[config.mk]
export PLATFORM = sky130hd
export DESIGN_NAME = dmem_access_seq
export DESIGN_NICKNAME = d
export VERILOG_FILES = /design/src/rtl/dmem_seq_pkg.sv /design/src/rtl/dmem_byte_lane.sv /design/src/rtl/dmem_access_seq.sv
export SDC_FILE = /design/constraint.sdc
export NUM_CORES = 1
export LEC_CHECK = 0
export CORE_MARGIN = 8
export CORE_UTILIZATION = 45
export CTS_CLUSTER_DIAMETER = 120
export DETAILED_ROUTE_END_ITERATION = 6
export PLACE_DENSITY = 0.69
export SLEW_MARGIN = 20
export SYNTH_ARGS = -nofsm -noshare
export SYNTH_HDL_FRONTEND = slang
export SYNTH_HIERARCHICAL = 1
export SYNTH_SLANG_ARGS = --single-unit
export TNS_END_PERCENT = 10
[constraint.sdc]
create_clock -name clk_i -period 7 [get_ports clk_i]
set_clock_uncertainty 0.15 [all_clocks]
set_input_delay 1.05 -clock clk_i [delete_from_list [all_inputs] [get_ports clk_i]]
set_output_delay 1.05 -clock clk_i [all_outputs]
set_load 0.01 [all_outputs]
[src/rtl/dmem_seq_pkg.sv]
// dmem_seq_pkg: shared types, widths and helpers for the data-memory access sequencer.
package dmem_seq_pkg;

   localparam int unsigned BYTE_W  = 8;
   localparam int unsigned LANE_W  = 32;
   localparam int unsigned IDX_W   = 2;
   localparam int unsigned BEATS_W = 3;

   typedef enum logic [1:0] {
      SZ_B = 2'b00,
      SZ_H = 2'b01,
      SZ_W = 2'b10
   } size_e;

   typedef enum logic [1:0] {
      IDLE = 2'b00,
      BUSY = 2'b01,
      RESP = 2'b10
   } state_e;

   // Raw size field to access size; the unused encoding behaves as a word.
   function automatic size_e decode_size(input logic [1:0] raw);
      size_e sz;
      case (raw)
         2'b00:   sz = SZ_B;
         2'b01:   sz = SZ_H;
         default: sz = SZ_W;
      endcase
      return sz;
   endfunction

   // Number of byte beats needed for an access size.
   function automatic logic [BEATS_W-1:0] beats(input size_e sz);
      logic [BEATS_W-1:0] n;
      case (sz)
         SZ_B:    n = BEATS_W'(1);
         SZ_H:    n = BEATS_W'(2);
         default: n = BEATS_W'(4);
      endcase
      return n;
   endfunction

endpackage

[src/rtl/dmem_byte_lane.sv]
// dmem_byte_lane: picks the store byte for a beat and places a load byte into its lane.
module dmem_byte_lane
   import dmem_seq_pkg::*;
(
   input  logic [IDX_W-1:0]  widx_i,
   input  logic [LANE_W-1:0] wdata_i,
   output logic [BYTE_W-1:0] wbyte_o,
   input  logic [IDX_W-1:0]  ridx_i,
   input  logic [BYTE_W-1:0] rbyte_i,
   output logic [LANE_W-1:0] rplace_o
);

   // Little-endian: beat k carries bits [8k+7:8k].
   assign wbyte_o  = wdata_i[{widx_i, 3'b000} +: BYTE_W];
   assign rplace_o = LANE_W'(rbyte_i) << {ridx_i, 3'b000};

endmodule

[src/rtl/dmem_access_seq.sv]
// dmem_access_seq: splits MEM-stage loads/stores into byte beats on a byte-wide
// single-port data memory, assembles load data and stalls the pipeline meanwhile.
// Optional feature macro: DMEM_MISALIGN_CHK_EN (reject misaligned half/word with err_o).
module dmem_access_seq
   import dmem_seq_pkg::*;
#(
   parameter int unsigned ADDR_W = 32,
   parameter int unsigned DATA_W = 32
) (
   input  logic              clk_i,
   input  logic              rst_ni,
   input  logic              req_valid_i,
   input  logic              req_we_i,
   input  logic [1:0]        req_size_i,
   input  logic [ADDR_W-1:0] req_addr_i,
   input  logic [DATA_W-1:0] req_wdata_i,
   output logic              req_ready_o,
   output logic              stall_o,
   output logic              rsp_valid_o,
   output logic [DATA_W-1:0] rsp_rdata_o,
   output logic              err_o,
   output logic [ADDR_W-1:0] mem_addr_o,
   output logic              mem_we_o,
   output logic [BYTE_W-1:0] mem_wdata_o,
   input  logic [BYTE_W-1:0] mem_rdata_i
);

   state_e              state_q;
   logic                we_q;
   logic [ADDR_W-1:0]   addr_q;
   logic [DATA_W-1:0]   wdata_q;
   logic [BEATS_W-1:0]  beats_q;
   logic [IDX_W-1:0]    cnt_q;
   logic [DATA_W-1:0]   rdata_q;
   logic                ready_q;
   logic                rsp_valid_q;
   logic                err_q;
   logic [ADDR_W-1:0]   mem_addr_q;
   logic                mem_we_q;
   logic [BYTE_W-1:0]   mem_wdata_q;

   size_e               req_size_d;
   logic                misalign_d;
   logic                last_beat_d;
   logic [IDX_W-1:0]    cnt_nxt_d;
   logic [IDX_W-1:0]    lane_widx_d;
   logic [LANE_W-1:0]   lane_wdata_d;
   logic [BYTE_W-1:0]   lane_wbyte_d;
   logic [LANE_W-1:0]   lane_rplace_d;

   assign req_size_d  = decode_size(req_size_i);
   assign cnt_nxt_d   = cnt_q + IDX_W'(1);
   assign last_beat_d = ({1'b0, cnt_q} == (beats_q - BEATS_W'(1)));

`ifdef DMEM_MISALIGN_CHK_EN
   // Half must be 2-byte aligned, word 4-byte aligned.
   assign misalign_d = ((req_size_d == SZ_H) && req_addr_i[0]) ||
                       ((req_size_d == SZ_W) && (req_addr_i[1:0] != 2'b00));
`else
   assign misalign_d = 1'b0;
`endif

   // On accept the first beat comes straight from the request; afterwards from the latch.
   assign lane_widx_d  = (state_q == IDLE) ? IDX_W'(0) : cnt_nxt_d;
   assign lane_wdata_d = (state_q == IDLE) ? req_wdata_i : wdata_q;

   dmem_byte_lane u_lane (
      .widx_i   (lane_widx_d),
      .wdata_i  (lane_wdata_d),
      .wbyte_o  (lane_wbyte_d),
      .ridx_i   (cnt_q),
      .rbyte_i  (mem_rdata_i),
      .rplace_o (lane_rplace_d)
   );

   // Sequencer FSM with beat counter, request latch and registered outputs.
   always_ff @(posedge clk_i or negedge rst_ni) begin
      if (!rst_ni) begin
         state_q     <= IDLE;
         we_q        <= 1'b0;
         addr_q      <= '0;
         wdata_q     <= '0;
         beats_q     <= '0;
         cnt_q       <= '0;
         rdata_q     <= '0;
         ready_q     <= 1'b1;
         rsp_valid_q <= 1'b0;
         err_q       <= 1'b0;
         mem_addr_q  <= '0;
         mem_we_q    <= 1'b0;
         mem_wdata_q <= '0;
      end else begin
         case (state_q)
            IDLE: begin
               if (req_valid_i) begin
                  we_q    <= req_we_i;
                  addr_q  <= req_addr_i;
                  wdata_q <= req_wdata_i;
                  beats_q <= beats(req_size_d);
                  cnt_q   <= '0;
                  rdata_q <= '0;
                  ready_q <= 1'b0;
                  if (misalign_d) begin
                     state_q     <= RESP;
                     rsp_valid_q <= 1'b1;
                     err_q       <= 1'b1;
                  end else begin
                     state_q     <= BUSY;
                     mem_addr_q  <= req_addr_i;
                     mem_we_q    <= req_we_i;
                     mem_wdata_q <= lane_wbyte_d;
                  end
               end
            end
            BUSY: begin
               if (!we_q) begin
                  rdata_q <= rdata_q | lane_rplace_d;
               end
               if (last_beat_d) begin
                  state_q     <= RESP;
                  rsp_valid_q <= 1'b1;
                  cnt_q       <= '0;
                  mem_addr_q  <= '0;
                  mem_we_q    <= 1'b0;
                  mem_wdata_q <= '0;
               end else begin
                  cnt_q       <= cnt_nxt_d;
                  mem_addr_q  <= addr_q + ADDR_W'(cnt_nxt_d);
                  mem_wdata_q <= lane_wbyte_d;
               end
            end
            RESP: begin
               state_q     <= IDLE;
               rsp_valid_q <= 1'b0;
               err_q       <= 1'b0;
               ready_q     <= 1'b1;
            end
            default: begin
               state_q <= IDLE;
               ready_q <= 1'b1;
            end
         endcase
      end
   end

   // Stall follows the incoming request in IDLE so the pipeline freezes on the accept cycle.
   assign stall_o     = ((state_q == IDLE) && req_valid_i) || (state_q == BUSY);
   assign req_ready_o = ready_q;
   assign rsp_valid_o = rsp_valid_q;
   assign rsp_rdata_o = rdata_q;
   assign err_o       = err_q;
   assign mem_addr_o  = mem_addr_q;
   assign mem_we_o    = mem_we_q;
   assign mem_wdata_o = mem_wdata_q;

endmodule

==> Yosys cells after proc, flatten, opt, wreduce, memory -nomap -nowiden <==
Index checks and enable logic that the tools add are counted.
{ "totals": {"reg_bits": 147, "in_bits": 78, "output_inout_bits": 77, "elab_cells": 67} }
{ "op_classes": {"n_addsub": 3, "eq_ne": 8, "shifts": 2, "mux": 26, "n_bitwise": 2, "reduce_logical": 14} }
{ "op_table": {"columns": ["op", "n"], "rows": [
  ["32-bit two-way mux", 5],
  ["32-bit one-hot mux with 2 select lines", 2],
  ["32-bit by 2-bit adder with 32-bit output", 1],
  ["32-bit bitwise OR", 1],
  ["32-bit by 6-bit variable part select with 8-bit output", 1],
  ["8-bit by 5-bit left shift with 32-bit output", 1],
  ["8-bit two-way mux", 2],
  ["8-bit one-hot mux with 2 select lines", 1],
  ["2-bit one-hot mux with 2 select lines", 3],
  ["2-bit two-way mux", 5],
  ["2-bit AND reduction", 5],
  ["2-bit by 1-bit == test with 1-bit output (second input constant)", 3],
  ["2-bit zero test", 3],
  ["2-bit != test (second input constant)", 3],
  ["1-bit one-hot mux with 2 select lines", 3],
  ["3-bit one-hot mux with 2 select lines", 1],
  ["3-bit AND reduction", 2],
  ["1-bit two-way mux", 4],
  ["2-bit nonzero test", 2],
  ["2-bit by 3-bit == test with 1-bit output", 1],
  ["3-bit by 1-bit subtractor with 3-bit output (second input constant)", 1],
  ["2-bit by 1-bit adder with 2-bit output (second input constant)", 1],
  ["2-bit == test (second input constant)", 1],
  ["1-bit logical AND", 1],
  ["other kinds (2)", 2]
]} }

==> Logic depth before layout (Yosys ltp) <==
{ "logic_depth": {"ltp_word": 5, "mapped_depth": 10, "depth_no_buf": 8} }

==> Hierarchy <==
Netlist, hierarchy kept.
{ "modules_own_cells": {"columns": ["mod", "n_inst", "cells_per_inst", "area_each_um2", "seq_area_each_um2"], "rows": [
  ["dmem_access_seq", 1, 690, 6626.4, 3679.8],
  ["dmem_byte_lane", 1, 48, 471.7, 0.0]
]} }

==> Worst setup path after synthesis <==
No wires, ideal clock.
{ "synth_path": {"path_kind": "in2out", "startpoint": "input req_valid_i", "endpoint": "output stall_o", "arrival_ns": 1.842, "path_slack_ns": 3.958, "stages": 3, "path_cell_list": "o21bai_1 -> clkbuf_1 -> inv_1"} }
{ "synth_between": {"elab_chain_len": 2} }
{ "synth_rtl": {"columns": ["element", "line_no", "source"], "rows": [
  ["from (decl)", "dmem_access_seq.sv:12", "input logic req_valid_i,"],
  ["1-bit logical AND", "dmem_access_seq.sv:147", "assign stall_o = ((state_q == IDLE) && req_valid_i) || (state_q == BUSY);"],
  ["1-bit logical OR", "dmem_access_seq.sv:147", null],
  ["to (decl)", "dmem_access_seq.sv:18", "output logic stall_o,"]
]} }
Every way passes these cells.

==> Worst setup path in the final report <==
Same ends and word-level chain as after synthesis.

==> results.yml <==
setup_path:
  critical_path.max_fanout: 36
  cp_data_arrival_time_ns: 2.99
  cp.required_ns: 5.80
  setup.worst_path.start_class: "primary input"
  endpoint_class_of_the_critical_path: "output pin"
  timing.setup.critical_path_class: "primary input to output pin"
  rr_startpoint: "cnt_q[1]"
  startpoint: "req_valid_i"
clock_tree:
  postCtsSetupRepairBufs: 0
  clock_tree_from_tritoncts: "built"
  cts-hold-fix-buffers: 0
  numClockSinks: 147
  post_cts_resize_count: 0
  cts_htree_levels: 4
  cts_buffer_depth: 2
  cts.root.buffer_cell: "sky130_fd_sc_hd__clkbuf_16"
  clk_pin_slew_worst_setup_hold_paths_ns: 0.06
  worstSkewPairLatency_ns: 0.42
  cts_inserted_buffers: 17
timing:
  timing_max_transition_violations_final: 0
  totalNegativeSetupSlack_ns: 0
  final_worst_path_period_share: 0.598
  finalSetupViolCount: 0
  worst-slew-pin-transition_ns: 1.04
  grt_setup_unrepaired: "no"
  hold_viol: 0
  slew_headroom: 0.305
  clock.fmax_ghz: 0.239
  period_needed_ns: 4.19
layout:
  num_antenna_cells: 0
  drive_gt1_frac: 0.104
  flow.area_growth_from_synthesis_pct: 33.2
  multiInputGateArea_mm2: 0.00323
  num-fill-cells: 1334
  most-common-layout-cells: "sky130_fd_sc_hd__nand2_1 (222), sky130_fd_sc_hd__clkdlybuf4s50_1 (152), sky130_fd_sc_hd__dfrtp_1 (145)"
  final_design_area_no_fill_mm2: 0.00946
  final_net_count: 950
  layout_commonest_cell: "sky130_fd_sc_hd__nand2_1"
  footprint_of_the_flip_flops_and_latches_mm2: 0.00368
die:
  top_level_ports: 155
  design.core.area_mm2: 0.0157
  die_footprint_mm2: 0.0200
  rows: 46
  start_util: 0.453
  die_x_um: 142
  die_height_um: 142
synthesis:
  synthDominantCellAreaShare: 0.515
  post-synth-top-area-cell: "sky130_fd_sc_hd__dfrtp_1"
  yosys_register_bits: 147
  yosys.cell_types.count: 51
  yosysSeqAreaShare: 0.518
  mappedNetlistArea_mm2: 0.00710
  yosys_warnings: 6
  synthCells: 738
  synth_fp_nets: 820
  leading_post_synthesis_cells_by_cell_area: "sky130_fd_sc_hd__dfrtp_1 (51%), sky130_fd_sc_hd__nand2_1 (12%), sky130_fd_sc_hd__mux2_2 (5.1%)"
  synth_enable_flop_cells: 0
  async_flop_share: 1.00
  avgSynthCellArea_um2: 9.62
  synth-main-ff-cell: "sky130_fd_sc_hd__dfrtp_1"
grt:
  grt.busiest_layer: "met2"
  antenna_found_initial: 0
  grt.met2_usage: 0.317
  grt_util_all_layers: 0.194
  grt.overflow.total: 0
  pin_count_of_the_biggest_net_entering_global_routing: 108
  grt_use_met3: 0.0440
  first_pass_grt_wire_length_um: 31100
  met1_usage: 0.248
  first_global_vias: 6035
detailed_routing:
  wire_length_after_detailed_routing_um: 19200
  drt_first_pass_iters: 7
  detail_route.vias_per_cell: 5.29
  drt_drc_violations_left: 0
  detail_route.wl_per_cell_um: 17.5
  drt_first_iter_violations: 319
  num_vias: 5804
  antenna_violating_nets_post_route: 0
run_status:
  status: "finished, final reports clean"
min_path:
  holdCritStartpoint: "wdata_q[31]"
  timing.hold.worst.class: "flip-flop to flip-flop"
pwr:
  p_leak_uw: 0.00426
  power_density_mw_per_mm2: 499
  power.ir.vdd_worst_mv: 0.285
placement:
  gp_congestion: 0.836
  place.detailed.hpwl_um: 12800
  placed_area_mm2: 0.00878
  portBuffers: 153
job:
  maximum_capacitance_violations: 0
==> worst max-delay path, stage by stage <==
cell and delay [ns]:
sky130_fd_sc_hd__clkdlybuf4s50_1 0.51, sky130_fd_sc_hd__o21bai_4 0.82, sky130_fd_sc_hd__inv_1 0.08, sky130_fd_sc_hd__clkdlybuf4s50_1 0.52
==> metal layers <==
| metal | part of all wire | vias up |
|---|---|---|
| li1 | - | 2745 |
| met1 | 0.44 | 2873 |
| met2 | 0.49 | 164 |
| met3 | 0.055 | 22 |
| met4 | 0.016 | 0 |
| met5 | 0 | - |
==> where the power goes <==
part	leakage (uW)	internal [uW]	total, uW	switching (uW)
combinational	0.00210	1050	2110	1060
sequential	0.00185	1260	1620	358
clock	0.000316	644	989	345
==> state kept, by name, indices dropped and copies added, names as in the netlist, 2 cells and up <==
signal and count:
wdata_q 32, addr_q 32, mem_addr_o 32, state_q 2
beats_q 3, rsp_rdata_o 32, cnt_q 2, mem_wdata_o 8
==> area by class of cell <==
cell class,instances,area share
Sequential cell,147,0.389
Inverter,13,0.00516
Multi-Input combinational cell,532,0.341
Clock inverter,8,0.0155
Clock buffer,24,0.0531
Tap cell,216,0.0286
Timing Repair Buffer,157,0.167
==> synth_stat cells (all sizes together) (13+ instances only) <==
| master | instances |
|---|---|
| mux2 | 32 |
| clkbuf | 36 |
| nand2 | 223 |
| o211ai | 25 |
| xor2 | 13 |
| nor2 | 44 |
| and3b | 16 |
| o21ai | 17 |
| inv | 13 |
| a21oi | 40 |
| dfrtp | 146 |
| xnor2 | 20 |
==> worst paths after layout <==
check,endpoint,slack [ns],cells past startpoint
hold reg to reg,wdata_q[31],0.32,2
hold / removal,wdata_q[31],0.32,2
min in group asynchronous,rsp_rdata_o[9],0.50,1
setup reg to reg,mem_addr_o[26],3.53,7
max in group asynchronous,cnt_q[0],4.75,2
setup / recovery,stall_o,2.81,4
==> stage by stage <==
stage | power, uW | setup slack [ns] | hold WS, ns | util | std cells
2_1_floorplan | 2880 | 3.96 | 0.292 | - | 738
3_3_place_gp | 3650 | 2.84 | 0.303 | 0.560 | 1064
3_5_place_dp | 3740 | 2.79 | 0.309 | 0.561 | 1064
4_1_cts | 4750 | 2.79 | 0.323 | 0.602 | 1096
5_1_grt | 5040 | 2.72 | 0.351 | 0.604 | 1097
6_report | 4720 | 2.81 | 0.320 | 0.604 | 1097
==> kinds of logic (layout without fill, tap and decap cells) <==
logic type,Yosys count,in the layout,share of synthesized area
other,1,1,0.000528
flip-flops,147,147,0.518
adder cells (fa/ha/maj),4,4,0.00811
XOR/XNOR,33,33,0.0407
buffers and inverters,59,202,0.0344
AO/OA/AOI/OAI,105,105,0.0945
AND/OR/NAND/NOR,349,349,0.227
multiplexers,40,40,0.0762
Note: power is estimated with default switching activity, not from simulation.
